$ cat config.mk
export PLATFORM = sky130hd
export DESIGN_NAME = tjmono_rx_arbiter
export DESIGN_NICKNAME = d
export VERILOG_FILES = /design/src/rtl/tjmono_arb_pkg.sv /design/src/rtl/tjmono_rr_pick.sv /design/src/rtl/tjmono_rx_arbiter.sv
export SDC_FILE = /design/constraint.sdc
export NUM_CORES = 1
export LEC_CHECK = 0
export ABC_AREA = 0
export BUFFER_PORTS_ARGS = -buffer_cell sky130_fd_sc_hd__buf_4
export CAP_MARGIN = 10
export CORE_MARGIN = 4
export CORE_UTILIZATION = 45
export DETAILED_ROUTE_END_ITERATION = 8
export GPL_TIMING_DRIVEN = 0
export PLACE_DENSITY = 0.81
export SLEW_MARGIN = 20
export SYNTH_ARGS = -nofsm -noshare
export SYNTH_HDL_FRONTEND = slang
export SYNTH_SLANG_ARGS = --single-unit
$ cat constraint.sdc
create_clock -name BUS_CLK -period 2.25 [get_ports BUS_CLK]
set_input_delay 0.225 -clock BUS_CLK [delete_from_list [all_inputs] [get_ports BUS_CLK]]
set_output_delay 0.225 -clock BUS_CLK [all_outputs]
set_load 0.01 [all_outputs]
$ cat src/rtl/tjmono_arb_pkg.sv
// Shared types and constants for the tjmono stream arbiters.
// Holds the FSM state encoding, datapath widths and a saturating counter helper.
package tjmono_arb_pkg;

  localparam int WORD_W  = 32;
  localparam int ABORT_W = 8;

  typedef enum logic [0:0] {
    ST_IDLE   = 1'b0,
    ST_LOCKED = 1'b1
  } arb_state_e;

  // Increment that sticks at all-ones instead of wrapping.
  function automatic logic [ABORT_W-1:0] sat_inc(input logic [ABORT_W-1:0] v);
    return (v == {ABORT_W{1'b1}}) ? v : v + {{(ABORT_W-1){1'b0}}, 1'b1};
  endfunction

endpackage

$ cat src/rtl/tjmono_rr_pick.sv
// Combinational round-robin picker.
// Returns the first requesting index after 'last', wrapping modulo N.
module tjmono_rr_pick #(
  parameter int N     = 4,
  parameter int IDX_W = (N > 1) ? $clog2(N) : 1
) (
  input  logic [N-1:0]     req,
  input  logic [IDX_W-1:0] last,
  output logic             found,
  output logic [IDX_W-1:0] idx
);

  int               cand;
  logic [IDX_W-1:0] cand_idx;

  // Scan from farthest to nearest so the nearest requester after 'last' wins.
  always_comb begin
    found    = 1'b0;
    idx      = '0;
    cand     = 0;
    cand_idx = '0;
    for (int k = N; k >= 1; k--) begin
      cand     = (int'(last) + k) % N;
      cand_idx = cand[IDX_W-1:0];
      found    = req[cand_idx] ? 1'b1 : found;
      idx      = req[cand_idx] ? cand_idx : idx;
    end
  end

endmodule

$ cat src/rtl/tjmono_rx_arbiter.sv
// Packet-atomic round-robin merge of N_IN FWFT source FIFOs into one FWFT stream.
// A granted source keeps the grant for a full packet unless it stalls for TIMEOUT cycles.
module tjmono_rx_arbiter
  import tjmono_arb_pkg::*;
#(
  parameter int N_IN         = 4,
  parameter int PACKET_WORDS = 4,
  parameter int TIMEOUT      = 255
) (
  input  logic                     BUS_CLK,
  input  logic                     BUS_RST_N,
  input  logic [N_IN-1:0]          ENABLE,
  input  logic [N_IN-1:0]          IN_FIFO_EMPTY,
  input  logic [WORD_W*N_IN-1:0]   IN_FIFO_DATA,
  output logic [N_IN-1:0]          IN_FIFO_READ,
  input  logic                     FIFO_READ,
  output logic                     FIFO_EMPTY,
  output logic [WORD_W-1:0]        FIFO_DATA,
  output logic                     BUSY,
  output logic [ABORT_W-1:0]       ABORT_CNT
);

  localparam int IDX_W   = $clog2(N_IN);
  localparam int WCNT_W  = (PACKET_WORDS > 1) ? $clog2(PACKET_WORDS) : 1;
  localparam int STALL_W = 8;

  localparam logic [IDX_W-1:0]   LAST_GRANT_RST = IDX_W'(N_IN - 1);
  localparam logic [WCNT_W-1:0]  LAST_WORD      = WCNT_W'(PACKET_WORDS - 1);
  localparam logic [WCNT_W-1:0]  WCNT_ONE       = {{(WCNT_W-1){1'b0}}, 1'b1};
  localparam logic [STALL_W-1:0] STALL_LAST     = STALL_W'(TIMEOUT - 1);

  arb_state_e          state_q, state_d;
  logic [IDX_W-1:0]    grant_q, grant_d;
  logic [IDX_W-1:0]    last_grant_q, last_grant_d;
  logic [WCNT_W-1:0]   word_cnt_q, word_cnt_d;
  logic [STALL_W-1:0]  stall_cnt_q, stall_cnt_d;
  logic [ABORT_W-1:0]  abort_cnt_q, abort_cnt_d;
  logic                out_empty_q, out_empty_d;
  logic [WORD_W-1:0]   out_data_q, out_data_d;

  logic [N_IN-1:0]     req_s;
  logic                pick_found_s;
  logic [IDX_W-1:0]    pick_idx_s;
  logic                src_empty_s;
  logic [WORD_W-1:0]   src_word_s;
  logic                slot_free_s;
  logic                pop_s;

  assign req_s = ENABLE & ~IN_FIFO_EMPTY;

  tjmono_rr_pick #(
    .N     (N_IN),
    .IDX_W (IDX_W)
  ) u_pick (
    .req   (req_s),
    .last  (last_grant_q),
    .found (pick_found_s),
    .idx   (pick_idx_s)
  );

  // Granted source view and the pop decision.
  always_comb begin
    src_empty_s = IN_FIFO_EMPTY[grant_q];
    src_word_s  = '0;
    for (int i = 0; i < N_IN; i++) begin
      src_word_s = (grant_q == IDX_W'(i)) ? IN_FIFO_DATA[i*WORD_W +: WORD_W] : src_word_s;
    end
    slot_free_s  = out_empty_q | FIFO_READ;
    pop_s        = (state_q == ST_LOCKED) & ~src_empty_s & slot_free_s;
    IN_FIFO_READ = '0;
    if (pop_s) begin
      IN_FIFO_READ[grant_q] = 1'b1;
    end else begin
      IN_FIFO_READ = '0;
    end
  end

  // Grant FSM, packet word counter and stall watchdog.
  always_comb begin
    state_d      = state_q;
    grant_d      = grant_q;
    last_grant_d = last_grant_q;
    word_cnt_d   = word_cnt_q;
    stall_cnt_d  = stall_cnt_q;
    abort_cnt_d  = abort_cnt_q;
    case (state_q)
      ST_IDLE: begin
        if (pick_found_s) begin
          state_d     = ST_LOCKED;
          grant_d     = pick_idx_s;
          word_cnt_d  = '0;
          stall_cnt_d = '0;
        end else begin
          state_d = ST_IDLE;
        end
      end
      ST_LOCKED: begin
        if (pop_s) begin
          stall_cnt_d = '0;
          if (word_cnt_q == LAST_WORD) begin
            state_d      = ST_IDLE;
            last_grant_d = grant_q;
            word_cnt_d   = '0;
          end else begin
            word_cnt_d = word_cnt_q + WCNT_ONE;
          end
        end else if (src_empty_s) begin
          if (stall_cnt_q == STALL_LAST) begin
            state_d      = ST_IDLE;
            last_grant_d = grant_q;
            word_cnt_d   = '0;
            stall_cnt_d  = '0;
            abort_cnt_d  = sat_inc(abort_cnt_q);
          end else begin
            stall_cnt_d = stall_cnt_q + 8'd1;
          end
        end else begin
          stall_cnt_d = stall_cnt_q;
        end
      end
      default: begin
        state_d     = ST_IDLE;
        word_cnt_d  = '0;
        stall_cnt_d = '0;
      end
    endcase
  end

  // Output holding register: a load wins over a pop, a bare pop empties it.
  always_comb begin
    out_empty_d = out_empty_q;
    out_data_d  = out_data_q;
    if (pop_s) begin
      out_empty_d = 1'b0;
      out_data_d  = src_word_s;
    end else if (FIFO_READ && !out_empty_q) begin
      out_empty_d = 1'b1;
    end else begin
      out_empty_d = out_empty_q;
    end
  end

  // State registers.
  always_ff @(posedge BUS_CLK or negedge BUS_RST_N) begin
    if (!BUS_RST_N) begin
      state_q      <= ST_IDLE;
      grant_q      <= '0;
      last_grant_q <= LAST_GRANT_RST;
      word_cnt_q   <= '0;
      stall_cnt_q  <= '0;
      abort_cnt_q  <= '0;
      out_empty_q  <= 1'b1;
      out_data_q   <= '0;
    end else begin
      state_q      <= state_d;
      grant_q      <= grant_d;
      last_grant_q <= last_grant_d;
      word_cnt_q   <= word_cnt_d;
      stall_cnt_q  <= stall_cnt_d;
      abort_cnt_q  <= abort_cnt_d;
      out_empty_q  <= out_empty_d;
      out_data_q   <= out_data_d;
    end
  end

  assign FIFO_EMPTY = out_empty_q;
  assign FIFO_DATA  = out_data_q;
  assign BUSY       = (state_q == ST_LOCKED);
  assign ABORT_CNT  = abort_cnt_q;

endmodule

; ---- After elaboration in Yosys (flattened, before gate mapping)
; Cells that the tools add are included.
[totals]
register_bits = 56
in_bits = 139
word_cells = 100
[classes]
n_addsub = 7
order_cmp = 6
eq_ne = 10
muxes = 48
bitwise_logic = 9
reduce_logical = 12
[op_table]
columns = cell, count
row1 = $mux W32, 4
row2 = $mux W8, 4
row3 = $mux W2, 13
row4 = $mux W1, 17
row5 = $add A8 B1 Y8 const B, 2
row6 = $eq A8 B8 Y1 const B, 2
row7 = $pmux W8 S2, 1
row8 = $lt A2 B3 Y1 const B, 5
row9 = $bmux W1 S2, 5
row10 = $add A2 B1 Y2 const B, 3
row11 = $eq A2 B2 Y1 const B, 3
row12 = $ne A3 B1 Y1 const B, 2
row13 = $reduce_bool A2 Y1, 3
row14 = $reduce_and A5 Y1, 1
row15 = $add A2 B2 Y2 const B, 2
row16 = $and A4 B4 Y4, 1
row17 = $mux W4, 1
row18 = $not A1 Y1, 4
row19 = $not A4 Y4, 1
row20 = $pmux W2 S2, 1
row21 = $reduce_and A2 Y1, 2
row22 = $reduce_and A4 Y1, 1
row23 = $reduce_and A3 Y1, 1
row24 = $and A1 B1 Y1, 2
row25 = 10 further kinds, 11

; ---- Logic depth before layout (Yosys ltp)
; Gate-level depths: netlist (run 1).
[logic_depth]
ltp_word = 10
depth_mapped = 7

; ---- Hierarchy
; Synthesis (run 1) repeated with hierarchy kept, for this count alone.
[unflattened]
cells_unflattened = 240
area_unflattened_um2 = 3296.9
[modules_own_cells]
columns = module, instances, cells_per_inst, area_per_inst_um2, seq_area_each_um2
row1 = tjmono_rx_arbiter, 1, 226, 3205.6, 1405.1
row2 = tjmono_rr_pick, 1, 14, 91.3, 0.0

; ---- Worst setup path before layout (run 1)
; Ideal clock, no wire load.
[synth_timing]
path_type = register -> output
from = reg grant_q[0]
to = out IN_FIFO_READ[0]
arrival_time_ps = 1705
slack_ps = 320
stages_incl_launch_ff = 6
n_path_buf = 1
path_cell_list = dfrtp_1 > mux4_2 > nor2_1 > nand2_1 > clkbuf_1 > nor3_1
[synth_between]
elab_chain_cells = 6
[synth_rtl]
columns = element, line_no
row1 = "start, declared", tjmono_rx_arbiter.sv:33  ; logic [IDX_W-1:0] grant_q, grant_d;
row2 = "start signal, assigned", tjmono_rx_arbiter.sv:156  ; grant_q <= grant_d;
row3 = "parallel branches: the longest is 5 deep, another holds $lt A2 B3 Y1", -
row4 = $mux W4 (*), tjmono_rx_arbiter.sv:71  ; if (pop_s) begin
row5 = "end, declared", tjmono_rx_arbiter.sv:15  ; output logic [N_IN-1:0] IN_FIFO_READ,
; Every way passes the cells marked *. The select of a mux whose other input is x is not followed.

; ---- Worst setup path after layout (run 1)
; Ends and elaborated chain as after synthesis.

==> flow_summary.yaml, run 1 <==
finish:
  final_cells: 609
  area_growth_pct: 51.0
  final_cell_mix: "buf_4, nand2_1, dfrtp_1"
  nets: 652
  stdcell_area_mm2: 0.00500
  final_common_cell: "buf_4"
  drive_gt1_share_pct: 49.2
  antenna_cells: 0
  final_util_pct: 69.3
  fillCellCount: 572
clock_network:
  clock_latency_ns: 0.31
  htreeDepth: 2
  root_buffer: "clkbuf_8"
  path_clk_slew_ns: 0.10
  cts_tree: "built"
  cts.sinks: 56
  clk_path_buf_depth: 2
  numCtsBuffers: 5
power_and_ir_drop:
  ir_worst_vdd_v: 0.000642
  p_per_area_mw_per_mm2: 1110
  p_leak_nw: 2.50
  power_mw: 5.55
synth:
  ys_async_sr_fraction_pct: 100
  yosysWarnings: 0
  seq_area_frac_synth_pct: 42.4
  synth_edf_count: 0
  synth.ff_latch_count: 56
  synth.net_count: 460
  synthDistinctLibCells: 34
  postSynthCellCount: 317
  netlist_area_mm2: 0.00331
  synth.avg_cell_area_um2: 10.4
  ys.flop_type: "dfrtp_1"
global_routing:
  antenna_found_initial: 0
  grt_max_degree: 57
  grt_pass1_vias: 3360
  grt_pass1_wl_um: 16300
  grt_usage_pct: 23.9
  grt_overflow: 0
placement:
  io_buffer_count: 184
  placed_area_mm2: 0.00482
  pre_cts_ws_ns: 0.0331
  dp_hpwl_um: 8450
  gp_congestion: 0.831
  dp.cells: 600
route:
  drt_wl_total_um: 10500
  dr_wl_met3_um: 1010
  wl_met2_um: 5360
  m1WireLength_um: 3880
  detail_route.iter0.violations: 160
  viasPerCell: 5.34
  post-route-drc-count: 0
  drt_first_pass_iters: 5
  routed.top_layer: "met4"
  ant_nets: 0
  dr_total_vias: 3252
  wire_per_inst_um: 17.2
floorplan:
  coreArea_mm2: 0.00721
  start_util_pct: 45.9
  io_pins: 185
  dieArea_mm2: 0.00880
  rows: 31
  fp.dieW_um: 93.8
  die_y_um: 93.8
worst_setup_path:
  path_delay_family: "multiplexers"
  worstRegToRegCells: 5
  r2r-end: "ABORT_CNT[1]$_DFFE_PN0P_"
  cp-end-kind: "primary output"
  worstPathArrival_ns: 1.93
  r2r_setup_slack_ns: 0.10
  crit_buf_inv: 2
  critPathMaxStageDelay_ns: 0.58
  slowest_stage: "mux4_2"
  cp_cell_sequence: "mux4_2 > nor2_4 > nand2_4 > buf_8 > nor3_4 > buf_6"
  r2r-start: "grant_q[0]$_DFFE_PN0P_"
  worstSetupPathType: "reg -> out"
  required_ns: 2.03
  start_kind: "flip-flop"
  worst-path-max-fanout: 10
worst_hold_path:
  whs_path_depth: 4
  holdCritPathClass: "in -> reg"
  min_to: "stall_cnt_q[0]$_DFFE_PN0P_"
  min_from: "FIFO_READ"
timing:
  period_share_pct: 95.9
  setup_tns_ns: 0
  holdWs_ns: 0.306
  min_period_ns: 2.16
  setup_ws_ns: 0.0926
  hold_viol: 0
  slew_headroom_pct: 53.3
  fin_skew_ns: 0.00408
  final_max_slew_viol_count: 0
  rsz0062_at_grt: "yes"
  max_freq_mhz: 464
  setup_violations: 0
  tightest_slew_ns: 0.701
run:
  maxCapViolCount: 0
run_status:
  status: "completed"
==> cell families (layout without fill, tap and decap cells) <==
kind of cell / Yosys count / in the layout / share of synthesized area [%]
AO/OA/AOI/OAI: 40 / 40 / 7.74
XOR/XNOR: 7 / 7 / 1.85
adder cells (fa/ha/maj): 4 / 4 / 1.51
buffers and inverters: 21 / 214 / 2.61
flip-flops: 56 / 56 / 42.4
multiplexers: 40 / 40 / 24.8
AND/OR/NAND/NOR: 149 / 149 / 19.1
==> what timing repair did <==
item,4_1_cts,5_1_grt
endpoints found under the setup margin,4,39
hold buffers,1,0
resized for setup,6,12
buffers inserted,1,0
pin swaps,0,1
hold endpoints to repair,53,0
==> state kept, by name, indices dropped and copies added (netlist names) <==
name          cells
FIFO_DATA        32
ABORT_CNT         8
stall_cnt_q       8
grant_q           2
last_grant_q      2
word_cnt_q        2
BUSY              1
FIFO_EMPTY        1
==> cell type report <==
class                           instances  area [um^2]  share of cell area [%]
Clock buffer                            5         68.8                    1.38
Clock inverter                          3         47.5                   0.951
Buffer                                 16         85.1                    1.70
Sequential cell                        56         1410                    28.1
Inverter                                4         15.0                   0.300
Tap cell                               99          124                    2.48
Multi-Input combinational cell        240         1850                    37.0
Timing Repair Buffer                  186         1400                    28.1
==> worst register-to-register path, delay by kind of cell, from the launching register on <==
kind,cells,cell delay [ns]
AOI/OAI and AO/OA,1,0.45
buffers and inverters,1,0.20
DFF,1,0.41
muxes,2,0.80
and+or+nand+nor,1,0.20
==> layer usage <==
layer / vias up / GRT usage [%]
met5: - / 0
met4: 0 / 7.58
met3: 16 / 6.33
met2: 172 / 41.9
met1: 1542 / 28.5
li1: 1522 / -
==> power by group <==
| group | switching [mW] | leakage [nW] | internal, mW |
|---|---|---|---|
| clock | 0.340 | 0.0583 | 0.336 |
| combinational | 1.60 | 1.73 | 1.58 |
| sequential | 0.284 | 0.704 | 1.42 |
==> worst max path at each step <==
stage | start | to | slack, ns | depth (start not counted)
floorplan | grant_q[0]$_DFFE_PN0P_ | IN_FIFO_READ[0] | 0.32 | 5
CTS | grant_q[0]$_DFFE_PN0P_ | IN_FIFO_READ[0] | -0.02 | 6
detailed placement | grant_q[0]$_DFFE_PN0P_ | IN_FIFO_READ[0] | 0.03 | 6
global route | grant_q[0]$_DFFE_PN0P_ | IN_FIFO_READ[0] | -0.01 | 6
finish | grant_q[0]$_DFFE_PN0P_ | IN_FIFO_READ[0] | 0.09 | 6
global placement | grant_q[0]$_DFFE_PN0P_ | IN_FIFO_READ[0] | 0.04 | 6
==> synth_stat cells, drive strengths merged, types with 5 or more instances <==
master | count | area (um^2)
buf | 6 | 30.0
nand4 | 8 | 50.1
o21ai | 13 | 65.1
mux4 | 33 | 743
dfrtp | 53 | 1330
a21oi | 13 | 65.1
mux2 | 6 | 67.6
nor3 | 6 | 30.0
nand2b | 5 | 31.3
nor2 | 9 | 33.8
clkbuf | 11 | 41.3
nand2 | 108 | 405
xnor2 | 6 | 52.6
and3 | 5 | 31.3
Power figures use the tool's default switching activity.
==> inputs of run 2 (changes only) <==
--- a/config.mk
+++ b/config.mk
@@ -6,13 +6,13 @@
 export NUM_CORES = 1
 export LEC_CHECK = 0
 export ABC_AREA = 0
-export BUFFER_PORTS_ARGS = -buffer_cell sky130_fd_sc_hd__buf_4
+export BUFFER_PORTS_ARGS = -buffer_cell sky130_fd_sc_hd__buf_2
 export CAP_MARGIN = 10
 export CORE_MARGIN = 4
 export CORE_UTILIZATION = 45
 export DETAILED_ROUTE_END_ITERATION = 8
 export GPL_TIMING_DRIVEN = 0
-export PLACE_DENSITY = 0.81
+export PLACE_DENSITY = 0.89
 export SLEW_MARGIN = 20
 export SYNTH_ARGS = -nofsm -noshare
 export SYNTH_HDL_FRONTEND = slang
==> flow_summary.yaml, run 2 (synthesized netlist as in run 1, its figures left out) <==
timing:
  hold_viol: 0
  tightest_slew_ns: 0.702
  slew_headroom_pct: 53.2
  period_share_pct: 99.7
  min_period_ns: 2.24
  max_freq_mhz: 446
  setup_tns_ns: 0
  fin_skew_ns: 0.00788
  setup_ws_ns: 0.00787
  setup_violations: 0
  rsz0062_at_grt: "yes"
  final_max_slew_viol_count: 0
finish:
  final_cells: 610
  final_common_cell: "buf_2"
  largest_register_ff_count: 32
  final_cell_mix: "buf_2, nand2_1, dfrtp_1"
  stdcell_area_mm2: 0.00449
  seqCellArea_mm2: 0.00141
  final_util_pct: 62.2
  area_growth_pct: 35.4
  drive_gt1_share_pct: 48.6
  fillCellCount: 629
  multiInputGateArea_mm2: 0.00184
  nets: 652
worst_setup_path:
  worstPathArrival_ns: 2.02
  required_ns: 2.03
  slowest_stage: "mux4_2"
  path_delay_family: "multiplexers"
  critPathMaxStageDelay_ns: 0.55
  start_kind: "flip-flop"
  cp-end-kind: "primary output"
  r2r-end: "ABORT_CNT[1]$_DFFE_PN0P_"
  crit_buf_inv: 2
  worstSetupPathType: "reg -> out"
  r2r_setup_slack_ns: 0.14
  cp_cell_sequence: "mux4_2 > nor2_2 > nand2_4 > buf_6 > nor3_1 > buf_2"
  r2r-start: "grant_q[0]$_DFFE_PN0P_"
  worstRegToRegCells: 5
  worst-path-max-fanout: 10
route:
  wire_per_inst_um: 17.2
  viasPerCell: 5.51
  drt_first_pass_iters: 4
  post-route-drc-count: 0
  dr_total_vias: 3359
  drt_wl_total_um: 10500
  detail_route.iter0.violations: 142
  ant_nets: 0
global_routing:
  grt_pass1_vias: 3412
  grt_pass1_wl_um: 16300
  grt_usage_pct: 23.7
  grt_overflow: 0
  antenna_found_initial: 1
  grt_max_degree: 57
run:
  maxCapViolCount: 0
clock_network:
  cts.sinks: 56
  clock_latency_ns: 0.30
  root_buffer: "clkbuf_8"
  htreeDepth: 2
  path_clk_slew_ns: 0.10
  cts_tree: "built"
  clk_path_buf_depth: 2
  numCtsBuffers: 5
worst_hold_path:
  min_from: "FIFO_READ"
  holdCritPathClass: "in -> reg"
  whs_path_depth: 3
  min_to: "FIFO_EMPTY$_DFFE_PN1P_"
power_and_ir_drop:
  ir_worst_vdd_v: 0.000623
  p_leak_nw: 2.33
  p_per_area_mw_per_mm2: 1150
floorplan:
  dieArea_mm2: 0.00880
  start_util_pct: 45.9
  rows: 31
  coreArea_mm2: 0.00721
  fp.dieW_um: 93.8
  io_pins: 185
  die_y_um: 93.8
placement:
  io_buffer_count: 184
  gp_congestion: 0.856
  pre_cts_ws_ns: 0.0124
  placed_area_mm2: 0.00436
  dp_hpwl_um: 8540
  dp.cells: 600
run_status:
  status: "completed"
[run 2: cell count changes in the layout (fill, tap and decap cells not counted), sizes merged]
cell    before  now
bufinv       1    0
clkinv       2    1
clkbuf      15   17
diode        0    1
[run 2: power by group]
group / internal, mW / switching (mW) / total [mW]
Sequential: 1.42 / 0.279 / 1.69
Combinational: 1.33 / 1.58 / 2.91
Clock: 0.220 / 0.317 / 0.537
Total: 2.97 / 2.18 / 5.14
[run 2: layout make-up]
| cell class | instances | share of cell area [%] |
|---|---|---|
| buffer | 16 | 1.81 |
| clock buffer | 7 | 1.70 |
| multi-input combinational | 240 | 40.9 |
| inverter | 4 | 0.335 |
| tap | 99 | 2.76 |
| timing repair buffer | 186 | 21.0 |
| sequential | 56 | 31.3 |
| antenna | 1 | 0.0558 |
| clock inverter | 1 | 0.112 |
[run 2: per-layer routing]
layer | GRT usage, % | up-vias | part of all wire (%)
met4 | 8.78 | 0 | 2.9
met2 | 39.9 | 194 | 51
met1 | 30.6 | 1609 | 38
li1 | - | 1529 | -
met5 | 0 | - | 0
met3 | 4.33 | 27 | 7.5
[run 2: worst max-delay path by stage]
stage	from	end	slack [ns]	cells after the start
4_1_cts	grant_q[0]$_DFFE_PN0P_	IN_FIFO_READ[0]	-0.08	6
3_3_place_gp	grant_q[0]$_DFFE_PN0P_	IN_FIFO_READ[0]	0.04	6
2_1_floorplan	grant_q[0]$_DFFE_PN0P_	IN_FIFO_READ[0]	0.32	5
6_report	grant_q[0]$_DFFE_PN0P_	IN_FIFO_READ[0]	0.008	6
5_1_grt	grant_q[0]$_DFFE_PN0P_	IN_FIFO_READ[0]	-0.08	6
3_5_place_dp	grant_q[0]$_DFFE_PN0P_	IN_FIFO_READ[0]	0.01	6
[run 2: metrics by stage]
stage / power (mW) / hold slack [ns]
final: 5.14 / 0.317
after global routing: 5.56 / 0.312
after CTS: 5.14 / 0.292
after detailed placement: 4.58 / 0.321
after global placement: 4.43 / 0.453
after floorplan: 3.60 / -0.0706
[run 2: timing repair]
action,CTS,global route
gates resized for setup,5,9
gates cloned,0,0
pin swaps,0,1
setup endpoints to repair,4,23
setup buffers,1,0
endpoints found under the hold margin,53,0
hold buffers,1,0
[run 2: worst min-delay path: stages]
cell     delay, ns
buf_2         0.09
nor2_1        0.12
a21oi_1       0.15
==> inputs of run 3 (changes only) <==
--- a/config.mk
+++ b/config.mk
@@ -13,6 +13,7 @@
 export DETAILED_ROUTE_END_ITERATION = 8
 export GPL_TIMING_DRIVEN = 0
 export PLACE_DENSITY = 0.89
+export REMOVE_ABC_BUFFERS = 1
 export SLEW_MARGIN = 20
 export SYNTH_ARGS = -nofsm -noshare
 export SYNTH_HDL_FRONTEND = slang
==> flow_summary.yaml, run 3 (synthesized netlist as in run 1, its figures left out) <==
run_status:
  status: "completed"
global_routing:
  grt_usage_pct: 23.4
  antenna_found_initial: 1
  grt_pass1_wl_um: 16000
  grt_pass1_vias: 3426
  grt_max_degree: 57
  grt_overflow: 0
floorplan:
  rows: 31
  start_util_pct: 45.9
  coreArea_mm2: 0.00721
  io_pins: 185
  die_y_um: 93.8
  dieArea_mm2: 0.00880
  fp.dieW_um: 93.8
worst_setup_path:
  slowest_stage: "dfrtp_4"
  cp_cell_sequence: "mux4_2 > buf_6 > nand4_1 > a311oi_4 > buf_4 > nand4_1 > xnor2_1"
  path_delay_family: "flip-flops"
  crit_buf_inv: 2
  cpMostUsedCell: "nand4_1"
  start_kind: "flip-flop"
  worst-path-max-fanout: 12
  worstSetupPathType: "reg -> reg"
  critPathMaxStageDelay_ns: 0.59
  r2r_setup_slack_ns: 0.1
  required_ns: 2.44
  cp-end-kind: "flip-flop"
  worstPathArrival_ns: 2.34
timing:
  hold_viol: 0
  max_freq_mhz: 465
  final_max_slew_viol_count: 0
  rsz0062_at_grt: "no"
  setup_violations: 0
  slew_headroom_pct: 53.8
  min_period_ns: 2.15
  period_share_pct: 95.7
  setup_ws_ns: 0.0976
  tightest_slew_ns: 0.693
  fin_skew_ns: 0.00600
run:
  maxCapViolCount: 0
placement:
  io_buffer_count: 184
  placed_area_mm2: 0.00433
  gp_congestion: 0.845
  dp_hpwl_um: 7740
  pre_cts_ws_ns: -0.715
power_and_ir_drop:
  p_per_area_mw_per_mm2: 1160
  ir_worst_vdd_v: 0.000507
  p_leak_nw: 2.37
  power_mw: 5.33
clock_network:
  htreeDepth: 2
  root_buffer: "clkbuf_8"
  path_clk_slew_ns: 0.09
  numCtsBuffers: 5
  clk_path_buf_depth: 2
  cts.sinks: 56
  cts_tree: "built"
  clock_latency_ns: 0.30
route:
  detail_route.iter0.violations: 136
  wire_per_inst_um: 17.2
  drt_first_pass_iters: 4
  drt_wl_total_um: 10500
  dr_total_vias: 3356
  ant_nets: 0
  viasPerCell: 5.51
  post-route-drc-count: 0
worst_hold_path:
  holdCritPathClass: "in -> reg"
finish:
  nets: 651
  drive_gt1_share_pct: 50.9
  stdcell_area_mm2: 0.00460
  largest_register_ff_count: 32
  final_cell_mix: "buf_2, nand2_1, dfrtp_1"
  final_util_pct: 63.8
  final_common_cell: "buf_2"
  area_growth_pct: 38.9
-- run 3: cell count changes in the layout (fill, tap and decap cells not counted), moves of 3 or more --
cell	before	now
buf_4	2	12
clkbuf_1	8	2
buf_2	188	183
clkbuf_2	3	0
dfrtp_1	53	50
-- run 3: worst reg2reg max path: cells and delay by family (launching register included) --
family / cells / cell delay (ns)
buf+inv: 2 / 0.32
xor+xnor: 1 / 0.14
flops: 1 / 0.59
compound gates: 1 / 0.36
simple gates: 2 / 0.30
mux: 1 / 0.33
-- run 3: final cells by class --
class	instances	area, um^2
Clock inverter	1	5.00
Sequential cell	56	1410
Antenna cell	1	2.50
Clock buffer	7	76.3
Inverter	4	15.0
Multi-Input combinational cell	241	1880
Tap cell	99	124
Timing Repair Buffer	200	1090
Fill cell	596	2620
-- run 3: power breakdown --
group,total [mW],internal [mW],switching (mW)
registers,1.78,1.43,0.354
clock network,0.529,0.220,0.309
logic,3.02,1.48,1.54
-- run 3: repair_timing --
item	4_1_cts	5_1_grt
cloned	2	0
buffers inserted	10	2
setup endpoints to repair	54	40
pin swaps	3	4
hold buffers	1	0
hold endpoints to repair	38	0
resized for setup	9	2
-- run 3: layer usage --
layer | track usage [%] | share of wire [%] | up-vias | wire length (um)
li1 | - | - | 1523 | -
met1 | 28.0 | 37 | 1615 | 3830
met2 | 40.1 | 52 | 184 | 5440
met3 | 5.13 | 7.4 | 34 | 778
met4 | 10.7 | 3.8 | 0 | 399
met5 | 0 | 0 | - | 0
-- run 3: stage by stage --
step,instances,TNS (ns),hold WS (ns)
finish,609,0,0.322
global route,609,0,0.319
CTS,607,-0.0135,0.312
detailed placement,586,-22.19,0.325
global placement,583,-137.54,0.454
floorplan,300,-79.85,-0.0706
-- run 3: worst paths after layout --
kind	from	endpoint	cells past startpoint
worst min register to register	FIFO_DATA[31]$_DFFE_PN0P_	FIFO_DATA[31]$_DFFE_PN0P_	2
worst max register to register	grant_q[1]$_DFFE_PN0P_	ABORT_CNT[5]$_DFFE_PN0P_	7
min in group asynchronous	BUS_RST_N	stall_cnt_q[3]$_DFFE_PN0P_	2
worst min-delay path	FIFO_READ	stall_cnt_q[0]$_DFFE_PN0P_	4
max in group asynchronous	BUS_RST_N	grant_q[0]$_DFFE_PN0P_	2
worst max-delay path	grant_q[1]$_DFFE_PN0P_	ABORT_CNT[5]$_DFFE_PN0P_	7
